==> config.mk <==
export PLATFORM = sky130hd
export DESIGN_NAME = shift_add_mac
export DESIGN_NICKNAME = d
export VERILOG_FILES = /design/src/rtl/pe_test_pkg.sv /design/src/rtl/shift_add_mac.sv
export SDC_FILE = /design/constraint.sdc
export NUM_CORES = 1
export LEC_CHECK = 0
export CAP_MARGIN = 20
export CORE_MARGIN = 2
export CORE_UTILIZATION = 35
export CTS_BUF_LIST = sky130_fd_sc_hd__clkbuf_2 sky130_fd_sc_hd__clkbuf_4 sky130_fd_sc_hd__clkbuf_8
export DETAILED_ROUTE_END_ITERATION = 12
export HOLD_SLACK_MARGIN = 0.03
export PLACE_DENSITY = 0.64
export SYNTH_ARGS = -nofsm -noshare
export SYNTH_HDL_FRONTEND = slang
export SYNTH_SLANG_ARGS = --single-unit
export TNS_END_PERCENT = 1
==> constraint.sdc <==
create_clock -name clk -period 3.44 [get_ports clk]
set_input_delay 1.032 -clock clk [delete_from_list [all_inputs] [get_ports clk]]
set_output_delay 1.032 -clock clk [all_outputs]
set_load 0.005 [all_outputs]
==> src/rtl/pe_test_pkg.sv <==
// Shared definitions for the vector-checker slice.
// Provides the checker FSM state type and the default operand/tally widths
// used by pe_vector_checker and its shift_add_mac datapath.
package pe_test_pkg;

    localparam int DEF_DATA_WIDTH = 8;
    localparam int DEF_CNT_WIDTH  = 4;

    typedef enum logic [1:0] {
        S_IDLE,
        S_MUL,
        S_CMP
    } chk_state_t;

endpackage

==> src/rtl/shift_add_mac.sv <==
// Sequential shift-add multiply-accumulate datapath.
// Computes prop + inp*par (unsigned, modulo 2^(2*DATA_WIDTH)) one multiplier
// bit per step.
// Ports:
//   clk   clock
//   load  capture inp/par/prop, acc <= prop, bit index <= 0
//   step  add the partial product selected by the current bit index
//   inp   multiplicand
//   par   multiplier
//   prop  accumulate-in value
//   acc   running accumulator
//   last  current bit index is the final one (step now completes the product)
// The datapath carries no reset: the controlling FSM always issues load
// before any step, so stale contents are never observed.
module shift_add_mac
    import pe_test_pkg::*;
#(
    parameter int DATA_WIDTH = DEF_DATA_WIDTH
) (
    input  logic                    clk,
    input  logic                    load,
    input  logic                    step,
    input  logic [DATA_WIDTH-1:0]   inp,
    input  logic [DATA_WIDTH-1:0]   par,
    input  logic [2*DATA_WIDTH-1:0] prop,
    output logic [2*DATA_WIDTH-1:0] acc,
    output logic                    last
);

    localparam int IDX_W = (DATA_WIDTH > 1) ? $clog2(DATA_WIDTH) : 1;

    logic [DATA_WIDTH-1:0]   inp_q;
    logic [DATA_WIDTH-1:0]   par_q;
    logic [2*DATA_WIDTH-1:0] acc_q;
    logic [2*DATA_WIDTH-1:0] acc_d;
    logic [2*DATA_WIDTH-1:0] addend;
    logic [IDX_W-1:0]        idx_q;

    always_comb begin
        addend = '0;
        if (par_q[idx_q]) begin
            addend = {{DATA_WIDTH{1'b0}}, inp_q} << idx_q;
        end
        // Carry out of the top bit is dropped: the result wraps silently.
        acc_d = acc_q + addend;
    end

    always_ff @(posedge clk) begin
        if (load) begin
            inp_q <= inp;
            par_q <= par;
            acc_q <= prop;
            idx_q <= '0;
        end else if (step) begin
            acc_q <= acc_d;
            idx_q <= idx_q + IDX_W'(1);
        end
    end

    assign acc  = acc_q;
    assign last = (idx_q == IDX_W'(DATA_WIDTH - 1));

endmodule

==> results.toml <==
[clock_network]
htreeDepth = 2
max-clock-path-buffers = 2
cts_tree = "built"
clock_insertion_delay_worst_skew_ns = 0.29
cts-root-buf = "clkbuf_8"
post-cts-setup-buffers = 0
numCtsBuffers = 5
cts.sink_count = 35
hold_buffers = 0
clk_pin_slew_worst_paths_ns = 0.08
cts.repair.resized = 0

[floorplan]
dieWidth_um = 87.96
placementRows = 30
start_util_pct = 36.32
dieHeight_um = 87.96
io_pins = 52
core-area_mm2 = 0.006794
fp.dieArea_mm2 = 0.007737

[hold_path]
min_to = "idx_q[2]"
hold_path_class = "flop to flop"
hold_start = "idx_q[2]"
holdPathStages = 3

[global_route]
grt_pass1_vias = 2017
gr-total-overflow = 0
gr-usage-all-layers_pct = 15.74
grt_max_degree = 21
antenna_found_initial = 0
grt_pass1_wl_mm = 9.480

[routing]
wl_per_cell_um = 14.15
viasPerCell = 5.104
wl_mm = 5.575
dr.pass1.iters = 4
route.vias.total = 2011
ant_nets = 0
drc_errors = 0
drt-initial-drc-count = 131

[logic_synthesis]
syn-num-nets = 297
muxShareOfSynthArea_pct = 9.077
ys.flop_type = "edfxtp_1"
yosysWarnings = 0
syn-cell-area_mm2 = 0.002467
async_flop_share_pct = 0
yosys.area_share.simple_pct = 14.60
synth-compound-area-share_pct = 17.95
yosysUniqueCellTypes = 47
synth-seq-area-share_pct = 41.38
synth_seq_cells = 35
synth-edff-count = 32
synthXorXnorAreaFrac_pct = 3.550
synth_top_family_by_area = "compound AO/OA/AOI/OAI gates"
syn-instance-count = 244
syn_area_per_cell_um2 = 10.11
synth_fa_ha_area_share_pct = 9.432

[timing]
grt_setup_unrepaired = "no"
finalSetupViolCount = 0
max_slew.worst_pin.slew_ns = 0.5162
timing.fmax_mhz = 320.8
period_needed_ns = 3.118
slew_headroom_pct = 65.54
finalCritPeriodShare_pct = 90.63
drv_slew = 0
tns_ns = 0
hold_viol_final = 0
finClkSkew_ns = 0.007654

[run]
drv_cap = 0

[placed_design]
dp_hpwl_mm = 4.328
dp_cells = 386
io_buffer_count = 51
place_congestion = 0.8698

[layout]
stdcell_count = 394
syn2layout_area_growth_pct = 28.25
drive_gt1_share_pct = 12.75
multi_input_area_mm2 = 0.001348
fin_nets = 350
final-seq-area_mm2 = 0.001021
nFillCells = 635
n_antenna_cell = 0

[worst_setup_path]
end_kind = "flop"
crit_arrival_ns = 3.16
ff2ff_path_depth = 11
path_cells = "buf_4 > mux2i_1 > mux2_2 > mux2_1 > nor2_2 > ha_1 > a21oi_1 > o21ai_1 > o2111ai_1 > and4_1 > o31ai_2"
crit_required_ns = 3.49
rr_endpoint = "acc[14]"
slowest_delay_ns = 0.65
worst-setup-path-type = "flop to flop"
rrSetupSlack_ns = 0.32
start_kind = "flop"
critical_path.slowest_cell = "dfxtp_1"
path_max_fanout = 13
reg2reg_from = "idx_q[1]"

[outcome]
outcome = "complete, no violations"

[power_and_ir_drop]
power_density_mw_per_mm2 = 484.9
ir_drop_uv = 232.0
p_leak_nw = 1.195
==> worst max-delay path, delay by kind of cell (launching register included) <==
family | cells | cell delay [ns]
AO/OA/AOI/OAI | 4 | 0.69
adder cells (fa/ha/maj) | 1 | 0.30
buffers and inverters | 1 | 0.23
flip-flops | 1 | 0.65
multiplexers | 3 | 0.67
AND/OR/NAND/NOR | 2 | 0.32
==> cells in the final DEF, fill, tap and decap left out, drive strengths merged, types with 4 or more instances in the layout <==
cell / netlist / layout
nor2: 28 / 28
edfxtp: 32 / 32
ha: 17 / 17
nand2: 27 / 27
a31oi: 6 / 6
inv: 9 / 9
clkdlybuf4s50: 0 / 50
xor2: 6 / 6
o211ai: 5 / 5
a21oi: 20 / 20
and2: 4 / 4
buf: 5 / 6
mux2i: 10 / 10
mux2: 7 / 7
o21ai: 17 / 17
o31ai: 4 / 4
xnor2: 4 / 4
clkbuf: 5 / 6
nand3: 6 / 6
==> kinds of logic (layout without fill, tap and decap cells) <==
group	count (synthesis)	count (layout)
AO/OA/AOI/OAI	66	66
XOR/XNOR	10	10
adder cells (fa/ha/maj)	18	18
buffers and inverters	19	73
flip-flops	35	35
multiplexers	19	19
AND/OR/NAND/NOR	77	77
==> routing by layer <==
layer / up-vias / global-route usage (%) / share of wire (%)
li1: 1009 / - / -
met1: 935 / 21.66 / 48
met5: - / 0 / 0
met3: 9 / 3.393 / 5.3
met2: 58 / 24.59 / 44
met4: 0 / 5.455 / 1.9
==> through the flow <==
step                      utilization, %  power, mW  hold slack [ns]  instance area (um^2)  setup WS, ns
final                              46.57      1.534           0.7153                  3164        0.3225
after global routing               46.57      1.637           0.7711                  3164        0.1053
after CTS                          46.57      1.543           0.7225                  3164        0.3282
after detailed placement           45.12      1.210           0.7030                  3065        0.3617
after global placement             45.12      1.207           0.6814                  3065        0.4153
after floorplan                        -     0.9994           0.5745                  2467        0.6669
==> worst max-delay path by stage <==
| stage | from | to | slack [ns] | depth (start not counted) |
|---|---|---|---|---|
| global placement | idx_q[1] | acc[14] | 0.42 | 11 |
| global route | idx_q[1] | acc[14] | 0.11 | 11 |
| detailed placement | idx_q[1] | acc[14] | 0.36 | 11 |
| CTS | idx_q[1] | acc[14] | 0.33 | 11 |
| finish | idx_q[1] | acc[14] | 0.32 | 11 |
| floorplan | idx_q[0] | acc[10] | 0.67 | 11 |
==> synth_stat cells (4+ instances only) <==
master,instances,area share (%)
a21oi_1,19,3.9
a31oi_1,6,1.5
clkbuf_1,5,0.76
edfxtp_1,32,39
ha_1,17,8.6
inv_1,9,1.4
mux2_2,4,1.8
mux2i_1,10,4.1
nand2_1,25,3.8
nand3_1,6,1.2
nor2_1,23,3.5
nor2_2,5,1.3
o21ai_0,8,1.6
o21ai_1,8,1.6
xnor2_1,4,1.4
xor2_1,6,2.1
==> state kept, by name (all words and copies together), names as in the netlist <==
name / count
acc: 16
idx_q: 3
inp_q: 8
par_q: 8
==> layout make-up <==
class	instances	share of cell area, %
clock buffers	6	2.610
clock inverters	2	0.5140
inverters	9	1.068
multi-input cells	190	42.59
flip-flops and latches	35	32.27
well taps	96	3.796
repair buffers	56	17.16
==> where the power goes <==
part           leakage, nW  switching (mW)  internal (mW)  total (mW)
clock               0.0474           0.165          0.164       0.328
combinational        0.800           0.316          0.302       0.618
sequential           0.347          0.0466          0.541       0.588
(Power assumes the default switching activity.)
